$ cat src/rtl/instruction_decode_pkg.sv
// LEGv8 decode constants: opcodes, ALUSrc/ALUOp encodings and the ID/EX control bundle.
package instruction_decode_pkg;

  localparam int XLEN_DEF     = 64;
  localparam int ZERO_REG_DEF = 31;

  localparam logic [10:0] OP_ADD  = 11'b10001011000;
  localparam logic [10:0] OP_SUB  = 11'b11001011000;
  localparam logic [10:0] OP_AND  = 11'b10001010000;
  localparam logic [10:0] OP_ORR  = 11'b10101010000;
  localparam logic [10:0] OP_LDUR = 11'b11111000010;
  localparam logic [10:0] OP_STUR = 11'b11111000000;
  localparam logic [9:0]  OP_ADDI = 10'b1001000100;
  localparam logic [9:0]  OP_SUBI = 10'b1101000100;
  localparam logic [7:0]  OP_CBZ  = 8'b10110100;
  localparam logic [7:0]  OP_CBNZ = 8'b10110101;
  localparam logic [5:0]  OP_B    = 6'b000101;

  localparam logic [1:0] ALUSRC_REG = 2'b00;
  localparam logic [1:0] ALUSRC_SEXT = 2'b01;
  localparam logic [1:0] ALUSRC_IMM12 = 2'b10;

  localparam logic [1:0] ALUOP_ADD = 2'b00;
  localparam logic [1:0] ALUOP_PASSB = 2'b01;
  localparam logic [1:0] ALUOP_RTYPE = 2'b10;

  typedef struct packed {
    logic       b;
    logic       bz;
    logic       bnz;
    logic       mem_write;
    logic       mem_read;
    logic       mem_to_reg;
    logic       reg_write;
    logic [1:0] alusrc;
    logic [1:0] aluop;
  } ctrl_t;

endpackage

$ cat src/rtl/instruction_decode_register_file.sv
// 32-entry register file, 2 async read ports with XZR and same-cycle writeback bypass.
// Reads are combinational; the write lands on the rising edge.
module register_file
  import instruction_decode_pkg::*;
#(
  parameter int XLEN     = XLEN_DEF,
  parameter int ZERO_REG = ZERO_REG_DEF
) (
  input  logic            clk,
  input  logic            rst_n,
  input  logic [4:0]      rd_addr1,
  input  logic [4:0]      rd_addr2,
  output logic [XLEN-1:0] rd_data1,
  output logic [XLEN-1:0] rd_data2,
  input  logic            wr_en,
  input  logic [4:0]      wr_addr,
  input  logic [XLEN-1:0] wr_data
);

  logic [XLEN-1:0] mem [0:31];
  logic            wr_ok;

  assign wr_ok = wr_en && (wr_addr != 5'(ZERO_REG));

  always_ff @(posedge clk or negedge rst_n) begin
    if (!rst_n) begin
      for (int i = 0; i < 32; i++) mem[i] <= '0;
    end else if (wr_ok) begin
      mem[wr_addr] <= wr_data;
    end
  end

  // Bypass lets the instruction in ID see a value retiring this very cycle.
  always_comb begin
    rd_data1 = mem[rd_addr1];
    rd_data2 = mem[rd_addr2];
    if (wr_ok && wr_addr == rd_addr1) rd_data1 = wr_data;
    if (wr_ok && wr_addr == rd_addr2) rd_data2 = wr_data;
    if (rd_addr1 == 5'(ZERO_REG)) rd_data1 = '0;
    if (rd_addr2 == 5'(ZERO_REG)) rd_data2 = '0;
  end

endmodule

$ cat src/rtl/instruction_decode.sv
// LEGv8 ID stage + ID/EX register: 1-cycle latency; load-use stall and branch flush
// both load a bubble (flush > stall > illegal > normal).
module instruction_decode
  import instruction_decode_pkg::*;
#(
  parameter int XLEN     = XLEN_DEF,
  parameter int ZERO_REG = ZERO_REG_DEF
) (
  input  logic            clk,
  input  logic            rst_n,
  input  logic            if_valid,
  input  logic [XLEN-1:0] if_pc,
  input  logic [31:0]     if_instr,
  input  logic            wb_reg_write,
  input  logic [4:0]      wb_rd,
  input  logic [XLEN-1:0] wb_data,
  input  logic            flush,
  output logic            stall,
  output logic            illegal,
  output logic            ex_valid,
  output logic [XLEN-1:0] ex_address,
  output logic [31:0]     ex_instruction,
  output logic [XLEN-1:0] ex_sign_ext,
  output logic [XLEN-1:0] ex_data1,
  output logic [XLEN-1:0] ex_data2,
  output logic [1:0]      ex_alusrc,
  output logic [1:0]      ex_aluop,
  output logic            ex_b,
  output logic            ex_bz,
  output logic            ex_bnz,
  output logic            ex_mem_write,
  output logic            ex_mem_read,
  output logic            ex_mem_to_reg,
  output logic            ex_reg_write
);

  ctrl_t           ctrl, ex_ctrl;
  logic            legal, uses_rn, uses_reg2, reads_regs;
  logic [4:0]      rn, reg2;
  logic [XLEN-1:0] imm, rdata1, rdata2;
  logic [10:0]     op11;
  logic            load_real, hazard;

  assign rn   = if_instr[9:5];
  assign op11 = if_instr[31:21];

  always_comb begin
    ctrl       = '0;
    legal      = 1'b0;
    uses_rn    = 1'b0;
    uses_reg2  = 1'b0;
    reads_regs = 1'b1;
    imm        = '0;
    reg2       = if_instr[20:16];
    if (op11 == OP_ADD || op11 == OP_SUB || op11 == OP_AND || op11 == OP_ORR) begin
      legal = 1'b1; uses_rn = 1'b1; uses_reg2 = 1'b1;
      ctrl.alusrc = ALUSRC_REG; ctrl.aluop = ALUOP_RTYPE; ctrl.reg_write = 1'b1;
    end else if (op11 == OP_LDUR || op11 == OP_STUR) begin
      legal = 1'b1; uses_rn = 1'b1;
      imm = {{(XLEN-9){if_instr[20]}}, if_instr[20:12]};
      ctrl.alusrc = ALUSRC_SEXT; ctrl.aluop = ALUOP_ADD;
      if (op11 == OP_LDUR) begin
        ctrl.mem_read = 1'b1; ctrl.mem_to_reg = 1'b1; ctrl.reg_write = 1'b1;
      end else begin
        reg2 = if_instr[4:0]; uses_reg2 = 1'b1; ctrl.mem_write = 1'b1;
      end
    end else if (if_instr[31:22] == OP_ADDI || if_instr[31:22] == OP_SUBI) begin
      legal = 1'b1; uses_rn = 1'b1;
      imm = {{(XLEN-12){1'b0}}, if_instr[21:10]};
      ctrl.alusrc = ALUSRC_IMM12; ctrl.aluop = ALUOP_RTYPE; ctrl.reg_write = 1'b1;
    end else if (if_instr[31:24] == OP_CBZ || if_instr[31:24] == OP_CBNZ) begin
      legal = 1'b1; uses_reg2 = 1'b1; reg2 = if_instr[4:0];
      imm = {{(XLEN-19){if_instr[23]}}, if_instr[23:5]};
      ctrl.alusrc = ALUSRC_REG; ctrl.aluop = ALUOP_PASSB;
      ctrl.bz  = (if_instr[31:24] == OP_CBZ);
      ctrl.bnz = (if_instr[31:24] == OP_CBNZ);
    end else if (if_instr[31:26] == OP_B) begin
      legal = 1'b1; reads_regs = 1'b0;
      imm = {{(XLEN-26){if_instr[25]}}, if_instr[25:0]};
      ctrl.b = 1'b1;
    end
  end

  register_file #(.XLEN(XLEN), .ZERO_REG(ZERO_REG)) u_rf (
    .clk      (clk),
    .rst_n    (rst_n),
    .rd_addr1 (rn),
    .rd_addr2 (reg2),
    .rd_data1 (rdata1),
    .rd_data2 (rdata2),
    .wr_en    (wb_reg_write),
    .wr_addr  (wb_rd),
    .wr_data  (wb_data)
  );

  // Only sources the ID instruction really consumes can create a load-use hazard.
  assign hazard = if_valid && ex_valid && ex_ctrl.mem_read &&
                  (ex_instruction[4:0] != 5'(ZERO_REG)) &&
                  ((uses_rn && rn == ex_instruction[4:0]) ||
                   (uses_reg2 && reg2 == ex_instruction[4:0]));
  assign stall     = hazard && !flush;
  assign load_real = if_valid && legal && !flush && !stall;

  always_ff @(posedge clk or negedge rst_n) begin
    if (!rst_n) begin
      ex_valid       <= 1'b0;
      ex_ctrl        <= '0;
      ex_address     <= '0;
      ex_instruction <= '0;
      ex_sign_ext    <= '0;
      ex_data1       <= '0;
      ex_data2       <= '0;
      illegal        <= 1'b0;
    end else begin
      illegal <= if_valid && !legal && !flush;
      if (load_real) begin
        ex_valid       <= 1'b1;
        ex_ctrl        <= ctrl;
        ex_address     <= if_pc;
        ex_instruction <= if_instr;
        ex_sign_ext    <= imm;
        ex_data1       <= reads_regs ? rdata1 : '0;
        ex_data2       <= reads_regs ? rdata2 : '0;
      end else begin
        ex_valid       <= 1'b0;
        ex_ctrl        <= '0;
        ex_address     <= '0;
        ex_instruction <= '0;
        ex_sign_ext    <= '0;
        ex_data1       <= '0;
        ex_data2       <= '0;
      end
    end
  end

  assign ex_b          = ex_ctrl.b;
  assign ex_bz         = ex_ctrl.bz;
  assign ex_bnz        = ex_ctrl.bnz;
  assign ex_mem_write  = ex_ctrl.mem_write;
  assign ex_mem_read   = ex_ctrl.mem_read;
  assign ex_mem_to_reg = ex_ctrl.mem_to_reg;
  assign ex_reg_write  = ex_ctrl.reg_write;
  assign ex_alusrc     = ex_ctrl.alusrc;
  assign ex_aluop      = ex_ctrl.aluop;

endmodule

$ cat config.mk
export PLATFORM = sky130hd
export DESIGN_NAME = instruction_decode
export DESIGN_NICKNAME = d
export VERILOG_FILES = /design/src/rtl/instruction_decode_pkg.sv /design/src/rtl/instruction_decode_register_file.sv /design/src/rtl/instruction_decode.sv
export SDC_FILE = /design/constraint.sdc
export NUM_CORES = 2
export LEC_CHECK = 0
export CAP_MARGIN = 20
export CORE_ASPECT_RATIO = 1.1
export CORE_MARGIN = 2
export CORE_UTILIZATION = 40
export CTS_BUF_LIST = sky130_fd_sc_hd__clkbuf_16
export CTS_CLUSTER_DIAMETER = 60
export DETAILED_ROUTE_END_ITERATION = 7
export PLACE_DENSITY = 0.62
export SLEW_MARGIN = 25
export SYNTH_ARGS = -nofsm -noshare
export SYNTH_HDL_FRONTEND = slang
export SYNTH_SLANG_ARGS = --single-unit
$ cat constraint.sdc
create_clock -name clk -period 7.8 [get_ports clk]
set_input_delay 1.56 -clock clk [delete_from_list [all_inputs] [get_ports clk]]
set_output_delay 1.56 -clock clk [all_outputs]
set_load 0.03 [all_outputs]
==> flow_metrics.env <==
export IMPL_numCtsBuffers=248
export IMPL_layout_common_cells="dfrtp_1, mux2_2, nand2_1, nand3_1, mux4_2"
export IMPL_fin_hold_ws_ns=0.398
export IMPL_hpwl_um=251000
export IMPL_cp_slowest_stage_delay_ns=0.73
export IMPL_die_width_um=527
export IMPL_gr_max_usage_layer="met2"
export IMPL_synth_distinct_cells=71
export IMPL_crit_chain="clkdlybuf4s50_1, nand4bb_1, or4_1, a211oi_4, buf_4, xnor2_1, nor3_1, nand2_1, a211oi_1, buf_4, buf_12"
export IMPL_report_power_total_w=0.0335
export IMPL_synth_flop_cell="dfrtp_1"
export IMPL_die_height_um=579
export IMPL_multi_input_comb_area_um2=58400
export IMPL_synth_area_um2=120000
export IMPL_instances_no_fill=14200
export IMPL_dieArea_um2=305000
export IMPL_grt_overflow=0
export IMPL_finalSetupTns_ns=0
export IMPL_met2_usage=0.443
export IMPL_ys_warn_count=0
export IMPL_drt_iter0_drc=11000
export IMPL_final_common_cell="dfrtp_1"
export IMPL_cts_setup_buffers=0
export IMPL_vias_per_cell=6.34
export IMPL_syn_nets=10400
export IMPL_finalCriticalPeriod_ns=6.85
export IMPL_place_congestion=0.898
export IMPL_grt_pass1_vias=90200
export IMPL_start_util=0.401
export IMPL_drive_above_1_share=0.330
export IMPL_cp_top_family="simple AND/OR/NAND/NOR gates"
export IMPL_cts_sinks=2310
export IMPL_core_area_um2=300000
export IMPL_cts_resized_gates=0
export IMPL_pin_count=472
export IMPL_wirelength_um=439000
export IMPL_postSynthAreaPerCell_um2=11.8
export IMPL_synthCells=10200
export IMPL_nNetsFinal=10200
export IMPL_crit_slowest_cell="a211oi_1"
export IMPL_insertion_delay_ns=0.92
export IMPL_setup_violations=0
export IMPL_synth_edf_count=0
export IMPL_cts_hold_buf=0
export IMPL_cp_data_required_time_ns=6.24
export IMPL_htreeDepth=4
export IMPL_route_vias_total=90000
export IMPL_path_buf_inv=4
export IMPL_fin_skew_ns=0.0433
export IMPL_cp_common_cell="buf_4"
export IMPL_powerDensity_nw_per_um2=246
export IMPL_avgRoutedWirePerCell_um=30.9
export IMPL_fillers=26700
export IMPL_timing_fmax_mhz=146
export IMPL_crit_arrival_ns=5.29
export IMPL_met3_usage=0.0576
export IMPL_slew_violations=0
export IMPL_num_rows=211
export IMPL_post_route_drc_count=2
export IMPL_fin_crit_sh=0.878
export IMPL_ys_ff_latch=2310
export IMPL_outcome="finished with violations"
export IMPL_crit_type="in2out"
export IMPL_relSlewSlack=0.219
export IMPL_clk_path_buf_depth=4
export IMPL_violations="design-rule violations"
export IMPL_min_path_type="reg2reg"
export IMPL_area_growth_pct=13.1
export IMPL_clk_root_buffer_cell="clkbuf_16"
export IMPL_final_util=0.454
export IMPL_peakVddDrop_v=0.000184
export IMPL_worst_pin_slew_ns=1.17
export IMPL_numPortBuffers=471
export IMPL_drtPass1Iterations=8
export IMPL_grt_usage=0.281
export IMPL_antenna_found_initial=38
export IMPL_startpoint_type="input pin"
export IMPL_ys_seq_area_frac=0.480
export IMPL_place_inst=13700
export IMPL_grt_start_max_net_pins=174
export IMPL_rsz0062_at_grt="false"
export IMPL_ff_latch_area_um2=57800
export IMPL_use_met1=0.368
export IMPL_max_cap_viol_count=0
export IMPL_cts_tree="built"
export IMPL_grt_first_pass_wirelength_um=636000
export IMPL_hold_viol=0
export IMPL_endpoint_kind="output pin"
export IMPL_path_clk_slew_ns=0.06
export IMPL_final_antenna_net_count=0
export IMPL_p_leak_nw=58.6
export IMPL_async_flop_share=1.00
export IMPL_critical_path_max_fanout=9
## routing by layer
metal / wire [um] / part of all wire
met5: 238 / 0.00054
met4: 24100 / 0.055
met3: 41500 / 0.095
met2: 202000 / 0.46
met1: 171000 / 0.39
## cells in the mapped netlist (5+ instances only)
master	number	area, um2
mux4_2	640	14400
xor2_1	7	61.3
mux2i_1	137	1370
nor2_1	172	646
buf_4	45	338
a31oi_1	93	582
inv_1	30	113
clkbuf_1	791	2970
o211ai_1	27	203
o21ai_1	6	30.0
nor4_1	27	169
a32oi_1	37	324
a21oi_1	118	591
o221ai_1	30	263
buf_1	90	338
o21ai_0	73	365
and2_1	96	601
a311oi_1	60	526
o22ai_1	19	119
nand2_1	1838	6900
nor2b_1	7	43.8
xnor2_1	10	87.6
and3_1	92	576
nor3_1	53	265
a41oi_1	41	359
a22oi_1	9	67.6
nand3b_1	27	203
nand4_1	36	225
a221oi_1	33	289
buf_2	172	861
or4_1	9	67.6
o221a_2	5	56.3
a31o_2	15	131
o2111ai_1	25	219
mux2_2	2016	22700
a211oi_1	85	638
nand3_1	869	4350
dfrtp_1	2310	57800
## state kept, by name (all words and copies together), names as in the netlist
register and count:
ex_sign_ext 26, u_rf.mem 2048, ex_bnz 1, illegal 1, ex_bz 1, ex_aluop 2, ex_mem_write 1, ex_data2 64
ex_alusrc 2, ex_b 1, ex_valid 1, ex_mem_read 1, ex_address 64, ex_reg_write 1, ex_data1 64, ex_instruction 32
## worst register-to-register path, stage by stage (launching register included)
cell and delay (ns):
dfrtp_1 0.50, nand2_1 0.08, o211ai_1 0.34, inv_1 0.08, a311o_1 0.45, a21oi_4 0.18
buf_4 0.68, o211ai_1 0.45, buf_4 0.29, nor3_1 0.19
## path summary, 6_finish.rpt
path | from | endpoint | slack, ns | cells after the start
max | if_instr[29] | stall | 0.95 | 11
min | u_rf.mem[3] | u_rf.mem[3] | 0.40 | 0
max reg2reg | ex_instruction[3] | ex_sign_ext[11] | 4.45 | 9
min reg2reg | u_rf.mem[3] | u_rf.mem[3] | 0.40 | 0
max in group asynchronous | rst_n | u_rf.mem[995] | 5.06 | 3
min in group asynchronous | rst_n | ex_address[3] | 0.55 | 1
## logic make-up after synthesis
kind of cell,after synthesis,synth area share
AOI/OAI and AO/OA,708,0.0421
and+or+nand+nor,3250,0.119
buffers and inverters,1128,0.0384
DFF,2310,0.480
muxes,2793,0.320
xor gates and xnor gates,17,0.00124
## metrics by stage
step           setup WS, ns  instance area (um2)
2_1_floorplan          2.22               120000
3_3_place_gp          0.895               128000
3_5_place_dp          0.856               128000
4_1_cts               0.832               136000
5_1_grt               0.725               136000
6_report              0.952               136000
## area by class of cell
class,instances,share of cell area
repair buffers,698,0.0514
well taps,3940,0.0362
flip-flops and latches,2310,0.424
clock buffers,253,0.0465
multi-input cells,6768,0.429
inverters,30,0.000827
clock inverters,201,0.0112
diodes,10,0.000184
## power by group
part	internal (W)	switching, W	total (W)
logic	0.00339	0.00282	0.00621
registers	0.0140	0.00155	0.0156
clock network	0.00660	0.00508	0.0117
total	0.0240	0.00945	0.0335
Note: power is estimated with default switching activity, not from simulation.
